$ cat src/rtl/spi_o_pkg.sv
// Shared constants for both ends of the SPI MISO frame link.
// Also holds the transmitter state encoding and a counter-width helper.
package spi_o_pkg;

  localparam int DATA_W_DEF       = 120;
  localparam int BIT_CYCLES_DEF   = 20;
  localparam int FRAME_CYCLES_DEF = DATA_W_DEF * BIT_CYCLES_DEF;

  typedef enum logic [0:0] {
    ST_IDLE  = 1'b0,
    ST_SHIFT = 1'b1
  } tx_state_e;

  // Width of a counter running 0..terminal-1, never narrower than one bit.
  function automatic int cnt_width(input int terminal);
    return (terminal < 2) ? 1 : $clog2(terminal);
  endfunction

endpackage

$ cat src/rtl/spi_bit_timer.sv
// Per-bit cycle counter. It flags the last cycle of a bit and the cycle before it.
// The SPI frame receiver's sampler uses the same counter.
module spi_bit_timer
  import spi_o_pkg::*;
#(
  parameter int BIT_CYCLES = BIT_CYCLES_DEF,
  parameter int CNT_W      = cnt_width(BIT_CYCLES)
) (
  input  logic m_clk,
  input  logic n_reset,
  input  logic clear,
  output logic bit_tick,
  output logic pre_tick
);

  localparam logic [CNT_W-1:0] LAST_CYC = CNT_W'(BIT_CYCLES - 1);
  localparam logic [CNT_W-1:0] PRE_CYC  = CNT_W'(BIT_CYCLES - 2);

  logic [CNT_W-1:0] cyc_cnt_r;

  // Cycle counter: wraps on the terminal count and is held at zero while cleared.
  always_ff @(posedge m_clk) begin
    if (!n_reset) begin
      cyc_cnt_r <= {CNT_W{1'b0}};
    end else if (clear || bit_tick) begin
      cyc_cnt_r <= {CNT_W{1'b0}};
    end else begin
      cyc_cnt_r <= cyc_cnt_r + CNT_W'(1);
    end
  end

  assign bit_tick = (cyc_cnt_r == LAST_CYC);
  assign pre_tick = (cyc_cnt_r == PRE_CYC);

endmodule

$ cat src/rtl/spi_miso_frame_tx.sv
// Serializes DATA_W-bit frames onto spi_miso_out, holding each bit for BIT_CYCLES clocks.
// A one-deep holding buffer lets the next frame follow the current one with no gap.
module spi_miso_frame_tx
  import spi_o_pkg::*;
#(
  parameter int DATA_W     = DATA_W_DEF,
  parameter int BIT_CYCLES = BIT_CYCLES_DEF,
  parameter bit LSB_FIRST  = 1'b1,
  parameter bit IDLE_LEVEL = 1'b0
) (
  input  logic              m_clk,
  input  logic              n_reset,
  input  logic [DATA_W-1:0] load_data,
  input  logic              load_valid,
  output logic              load_ready,
  output logic              spi_miso_out,
  output logic              tx_busy,
  output logic              frame_done
);

  localparam int               BIT_W    = cnt_width(DATA_W);
  localparam logic [BIT_W-1:0] LAST_BIT = BIT_W'(DATA_W - 1);

  tx_state_e         state_r, state_s;
  logic [DATA_W-1:0] shift_r, shift_s, shift_adv_s;
  logic [DATA_W-1:0] hold_r, hold_s;
  logic              hold_full_r, hold_full_s;
  logic [BIT_W-1:0]  bit_cnt_r, bit_cnt_s;
  logic              miso_r, miso_s;
  logic              busy_r, ready_r, done_r, done_s;
  logic              accept_s, last_bit_s, timer_clear_s;
  logic              bit_tick_s, pre_tick_s;

  assign accept_s      = load_valid && ready_r;
  assign last_bit_s    = (bit_cnt_r == LAST_BIT);
  assign timer_clear_s = (state_r == ST_IDLE);

  spi_bit_timer #(
    .BIT_CYCLES (BIT_CYCLES)
  ) u_bit_timer (
    .m_clk    (m_clk),
    .n_reset  (n_reset),
    .clear    (timer_clear_s),
    .bit_tick (bit_tick_s),
    .pre_tick (pre_tick_s)
  );

  // Next-state logic for the frame FSM, shifter, holding buffer and line value.
  always_comb begin
    state_s     = state_r;
    shift_s     = shift_r;
    hold_s      = hold_r;
    hold_full_s = hold_full_r;
    bit_cnt_s   = bit_cnt_r;
    miso_s      = IDLE_LEVEL;
    shift_adv_s = LSB_FIRST ? {1'b0, shift_r[DATA_W-1:1]} : {shift_r[DATA_W-2:0], 1'b0};
    // Registered pulse: raised on the edge that enters the frame's final cycle.
    done_s      = (state_r == ST_SHIFT) && last_bit_s && pre_tick_s;

    case (state_r)
      ST_IDLE: begin
        hold_full_s = 1'b0;
        if (accept_s) begin
          shift_s   = load_data;
          bit_cnt_s = {BIT_W{1'b0}};
          state_s   = ST_SHIFT;
        end else begin
          state_s   = ST_IDLE;
        end
      end
      ST_SHIFT: begin
        if (bit_tick_s && last_bit_s) begin
          // End of frame: chain the next frame straight into the shifter if one is ready.
          bit_cnt_s = {BIT_W{1'b0}};
          if (hold_full_r) begin
            shift_s     = hold_r;
            hold_full_s = 1'b0;
          end else if (accept_s) begin
            shift_s     = load_data;
          end else begin
            state_s     = ST_IDLE;
          end
        end else begin
          if (bit_tick_s) begin
            bit_cnt_s = bit_cnt_r + BIT_W'(1);
            shift_s   = shift_adv_s;
          end else begin
            shift_s   = shift_r;
          end
          if (accept_s) begin
            hold_s      = load_data;
            hold_full_s = 1'b1;
          end else begin
            hold_full_s = hold_full_r;
          end
        end
      end
      default: begin
        state_s     = ST_IDLE;
        hold_full_s = 1'b0;
      end
    endcase

    if (state_s == ST_SHIFT) begin
      miso_s = LSB_FIRST ? shift_s[0] : shift_s[DATA_W-1];
    end else begin
      miso_s = IDLE_LEVEL;
    end
  end

  // State and output registers.
  always_ff @(posedge m_clk) begin
    if (!n_reset) begin
      state_r     <= ST_IDLE;
      shift_r     <= {DATA_W{1'b0}};
      hold_r      <= {DATA_W{1'b0}};
      hold_full_r <= 1'b0;
      bit_cnt_r   <= {BIT_W{1'b0}};
      miso_r      <= IDLE_LEVEL;
      busy_r      <= 1'b0;
      ready_r     <= 1'b1;
      done_r      <= 1'b0;
    end else begin
      state_r     <= state_s;
      shift_r     <= shift_s;
      hold_r      <= hold_s;
      hold_full_r <= hold_full_s;
      bit_cnt_r   <= bit_cnt_s;
      miso_r      <= miso_s;
      busy_r      <= (state_s == ST_SHIFT);
      ready_r     <= ~hold_full_s;
      done_r      <= done_s;
    end
  end

  assign load_ready   = ready_r;
  assign spi_miso_out = miso_r;
  assign tx_busy      = busy_r;
  assign frame_done   = done_r;

endmodule

$ cat config.mk
export PLATFORM = sky130hd
export DESIGN_NAME = spi_miso_frame_tx
export DESIGN_NICKNAME = d
export VERILOG_FILES = /design/src/rtl/spi_o_pkg.sv /design/src/rtl/spi_bit_timer.sv /design/src/rtl/spi_miso_frame_tx.sv
export SDC_FILE = /design/constraint.sdc
export NUM_CORES = 1
export LEC_CHECK = 0
export ABC_AREA = 1
export BUFFER_PORTS_ARGS = -buffer_cell sky130_fd_sc_hd__buf_2
export CORE_MARGIN = 4
export CORE_UTILIZATION = 35
export CTS_CLUSTER_DIAMETER = 50
export DETAILED_ROUTE_END_ITERATION = 6
export SETUP_SLACK_MARGIN = 0.1
export SLEW_MARGIN = 20
export SYNTH_ARGS = -nofsm -noshare
export SYNTH_HDL_FRONTEND = slang
export SYNTH_SLANG_ARGS = --single-unit
$ cat constraint.sdc
create_clock -name m_clk -period 3 [get_ports m_clk]
set_clock_uncertainty 0.2 [all_clocks]
set_input_delay 0.15 -clock m_clk [delete_from_list [all_inputs] [get_ports m_clk]]
set_output_delay 0.15 -clock m_clk [all_outputs]
set_load 0.005 [all_outputs]
# Word level (Yosys, flattened, before mapping)
# Index checks and enable logic that the tools add are counted.
word_totals:
  output_inout_bits: 4
  word_cells: 46
  ff_bits: 257
op_classes:
  add_sub_neg: 2
  n_reduce_logical: 9
  bitwise_logic: 4
  n_mux: 16
  eq_ne: 5
op_table:
  columns: ["cell", "n"]
  rows:
  - ["$mux 120", 4]
  - ["$pmux 120 s2", 1]
  - ["$mux 7", 3]
  - ["$pmux 7 s2", 1]
  - ["$eq 5x5->1 const B", 2]
  - ["$add 7x1->7 const B", 1]
  - ["$eq 7x7->1 const B", 1]
  - ["$add 5x1->5 const B", 1]
  - ["$mux 1", 5]
  - ["$logic_and 1x1->1", 4]
  - ["$not 1->1", 4]
  - ["$pmux 1 s2", 2]
  - ["$reduce_and 2->1", 2]
  - ["$ne 3x1->1 const B", 1]
  - ["$reduce_and 3->1", 1]
  - ["$ne 2x2->1 const B", 1]
  - ["$reduce_or 2->1", 1]
  - ["$logic_or 1x1->1", 1]

# Logic depth before layout (Yosys ltp)
depth:
  depth_word: 6
  mapped_depth: 12
  mapped_depth_nobuf: 10

# Cells and area by module
# From an unflattened synthesis, not the netlist that was laid out.
unflattened:
  hier_cells: 2591
  area_unflattened_um2: 15319.7
by_module_without_submodules:
  columns: ["module", "instances", "area_per_inst_um2", "cells_each", "seq_area_each_um2"]
  rows:
  - ["spi_miso_frame_tx", 1, 15045.7, 2557, 5044.8]
  - ["spi_bit_timer", 1, 274.0, 34, 100.1]

# Least setup slack after synthesis
# No wires, ideal clock.
synth_path:
  path_type: "register to register"
  from: "reg bit_cnt_r[1]"
  to: "reg hold_r[72]"
  period_less_slack_ps: 1834
  stages_incl_launch_ff: 13
  path_slack_ps: 1166
  required_time_ps: 2672
  t_arrival_ps: 1507
  n_path_buf: 2
  setup_time_ps: 128
  cell_sequence: "dfxtp_1 -> ha_1 -> nand2_1 -> nor2_2 -> nand2_4 -> nor2_8 -> nor2_4 -> nand2_2 -> buf_4 -> buf_2 -> nand2_1 -> nand2_1 -> nor2_1"
synth_between:
  elab_chain_cells: 4
synth_rtl:
  columns: ["item", "line", "rtl"]
  rows:
  - ["from (decl)", "spi_miso_frame_tx.sv:28", "logic [BIT_W-1:0] bit_cnt_r, bit_cnt_s;"]
  - ["from (signal assigned)", "spi_miso_frame_tx.sv:118", "bit_cnt_r <= {BIT_W{1'b0}};"]
  - ["from (signal assigned)", "spi_miso_frame_tx.sv:128", "bit_cnt_r <= bit_cnt_s;"]
  - ["$eq 7x7->1", "spi_miso_frame_tx.sv:35", "assign last_bit_s = (bit_cnt_r == LAST_BIT);"]
  - ["$logic_and 1x1->1", "spi_miso_frame_tx.sv:72", "if (bit_tick_s && last_bit_s) begin"]
  - ["$not 1->1 (no line)", null, null]
  - ["$reduce_and 3->1 (no line)", null, null]
  - ["to (signal assigned)", "spi_miso_frame_tx.sv:116", "hold_r <= {DATA_W{1'b0}};"]
  - ["to (signal assigned)", "spi_miso_frame_tx.sv:126", "hold_r <= hold_s;"]
  - ["to (decl)", "spi_miso_frame_tx.sv:26", "logic [DATA_W-1:0] hold_r, hold_s;"]
# No other way between the ends.
# A chain may end at the register's enable or synchronous reset.

# Worst setup path in the final report
layout_path:
  from: "reg bit_cnt_r[0]"
  to: "reg hold_r[99]"
# Same word-level chain as after synthesis.

==> results.toml <==
[floorplan]
start_util_pct = 35.4
fp.dieW_um = 225
row_count = 79
die_area_um2 = 50800
die_h_um = 225
core_area_um2 = 46700
pin_count = 127

[cells_and_area]
fin_util_pct = 43.5
drive_gt1_share_pct = 8.05
n_antenna_cell = 0
final.fill_count = 5112
areaGrowthSynthToFinish_pct = 22.9
nNetsFinal = 3288
stdcell_count = 3799

[power_and_ir_drop]
p_per_area_nw_per_um2 = 525
power.leakage_nw = 10.7
vdd_ir_drop_max_mv = 0.380

[critical_path]
r2r-start = "bit_cnt_r[0]"
cp_common_cell = "nand2_1"
start_kind = "register"
cp_top_family = "buffers and inverters"
critPathMaxFanout = 48
max_stage_delay_ns = 0.59
worst_ep_required_time_ns = 3.23
reg2reg_depth = 12
path_depth = 12
critPathCaptureType = "register"
regToRegEndpoint = "hold_r[99]"
crit_type = "reg2reg"
r2r_slack_ns = 0.35
crit_buf_inv = 3
path_cells = "ha_1, nand3_1, nor2_2, buf_4, nand2_2, nand2_1, nor2_4, buf_12, nand2_1, nand2_1, nor2_1, dlygate4sd3_1"
crit_slowest_cell = "dlygate4sd3_1"
worstPathArrival_ns = 2.87

[routing]
vias_per_cell = 4.55
num_vias = 17300
drc_errors = 0
routedWlPerCell_um = 13.2
dr.pass1.iters = 5
drt_iter0_drc = 1206
ant_nets = 0
wl_um = 50300

[yosys]
syn_avg_cell_area_um2 = 5.51
synth_seq_cells = 257
netlist_instances = 3001
synth.cell_area_um2 = 16500
ys_types = 28
syn_nets = 3127
synth-warning-count = 0
yosysSeqAreaShare_pct = 31.1

[place]
hpwl_um = 28200
io_buffers = 126
dpl.cell_count = 3591
place_congestion = 0.759

[sta]
rsz0062_at_grt = "no"
relSlewSlack_pct = 40.4
fmax_mhz = 378
setup_tns_ns = 0
worst_slew_pin_slew_ns = 0.893
fin_crit_sh_pct = 88.3
min_period_ns = 2.65
hold_viol = 0
final_max_slew_viol_count = 0
finalSetupViolCount = 0

[clock_network]
numCtsBuffers = 42
clk_pin_slew_ns = 0.06
clk_path_buf_depth = 3
h-tree-depth = 2
cts_tree = "yes"
cts_root_buffer = "clkbuf_16"
cts_resized = 0
clk_latency_ns = 0.56
numClockSinks = 257

[global_routing]
track_usage_pct = 19.8
grt_max_degree = 96
grt_remaining_overflow = 0
grt_pass1_vias = 16200
antenna_found_initial = 0
grt_pass1_wl_um = 83900

[min_path]
min_path_type = "in2reg"
whs_path_depth = 4
min_from = "load_data[105]"
holdPathEnd = "hold_r[105]"

[status]
status = "complete, no violations"

[run]
cap_viol_max_count = 0
sequential cells by signal, indices dropped and copies added (netlist names):
signal,count
frame_done,1
tx_busy,1
shift_r,120
spi_miso_out,1
load_ready,1
hold_full_r,1
hold_r,120
bit_cnt_r,7
u_bit_timer.cyc_cnt_r,5
cell type report:
class                      instances  area, um2  share of cell area (%)
clock inverter                    21        290                    1.43
clock buffer                      53       1150                    5.67
tap                              607        759                    3.74
multi-input combinational       2005       8440                    41.5
timing repair buffer             297       2410                    11.9
inverter                         559       2110                    10.4
sequential                       257       5160                    25.4
how the worst max path moves through the flow:
| stage | end | start |
|---|---|---|
| CTS | hold_r[69] | u_bit_timer.cyc_cnt_r[0] |
| finish | hold_r[99] | bit_cnt_r[0] |
| detailed placement | hold_r[94] | bit_cnt_r[1] |
| global placement | shift_r[59] | u_bit_timer.cyc_cnt_r[0] |
| global route | hold_r[95] | bit_cnt_r[1] |
| floorplan | hold_r[72] | bit_cnt_r[1] |
worst reg2reg max path: stages, from the launching register on:
cell	delay, ns
dfxtp_1	0.32
ha_1	0.23
nand3_1	0.11
nor2_2	0.04
buf_4	0.18
nand2_2	0.08
nand2_1	0.11
nor2_4	0.17
buf_12	0.28
nand2_1	0.10
nand2_1	0.07
nor2_1	0.04
dlygate4sd3_1	0.59
synth_stat cells (all sizes together):
library cell	number	share of area (%)
buf	83	3.2
nor4	1	0.038
xor2	1	0.053
o211ai	1	0.045
nand2	1225	28
clkinv	1	0.023
ha	3	0.23
nor2	165	4.0
nand4	1	0.038
dfxtp	257	31
or2	2	0.076
clkbuf	97	2.2
inv	558	13
nand3	356	11
o21ai	127	3.8
a21oi	123	3.7
cell families after synthesis:
logic type,share of synthesized area [%]
AO/OA/AOI/OAI,7.61
XOR/XNOR,0.0530
adder cells (fa/ha/maj),0.227
buffers and inverters,18.1
flip-flops,31.1
AND/OR/NAND/NOR,42.9
placed cells by master (no fill, tap or decap), drive strengths merged, types with 2 or more instances in the layout:
| cell | n |
|---|---|
| ha | 3 |
| nor2 | 165 |
| bufinv | 6 |
| nand3 | 356 |
| clkbuf | 53 |
| buf | 164 |
| clkinvlp | 5 |
| dfxtp | 257 |
| clkinv | 8 |
| inv | 561 |
| dlygate4sd3 | 133 |
| nand2 | 1225 |
| o21ai | 127 |
| a21oi | 123 |
| or2 | 2 |
report_power, final:
group	leakage, nW	internal, mW	switching, mW	total, mW
clock	0.696	3.24	1.82	5.06
sequential	2.11	3.67	0.144	3.82
combinational	7.93	0.688	1.10	1.79
total	10.7	7.60	3.07	10.7
routing by layer:
layer | share of wire [%] | GRT usage [%]
met1 | 47 | 26.3
met5 | 0 | 0
met3 | 4.7 | 2.72
met4 | 1.7 | 4.58
met2 | 46 | 34.4
what timing repair did:
action                                  CTS  global route
setup buffers                             0             1
endpoints found under the hold margin   244             0
endpoints found under the setup margin    0            10
hold buffers                            133             0
stage by stage:
stage | hold WS, ns | worst slack, ns | power, mW | area [um2]
2_1_floorplan | 0.0849 | 1.17 | 5.08 | 16500
3_3_place_gp | 0.194 | 0.814 | 5.54 | 17500
3_5_place_dp | 0.195 | 0.769 | 5.54 | 17500
4_1_cts | 0.134 | 0.229 | 10.8 | 20300
5_1_grt | 0.195 | 0.192 | 11.3 | 20300
6_report | 0.165 | 0.351 | 10.7 | 20300
Power figures use the tool's default switching activity.
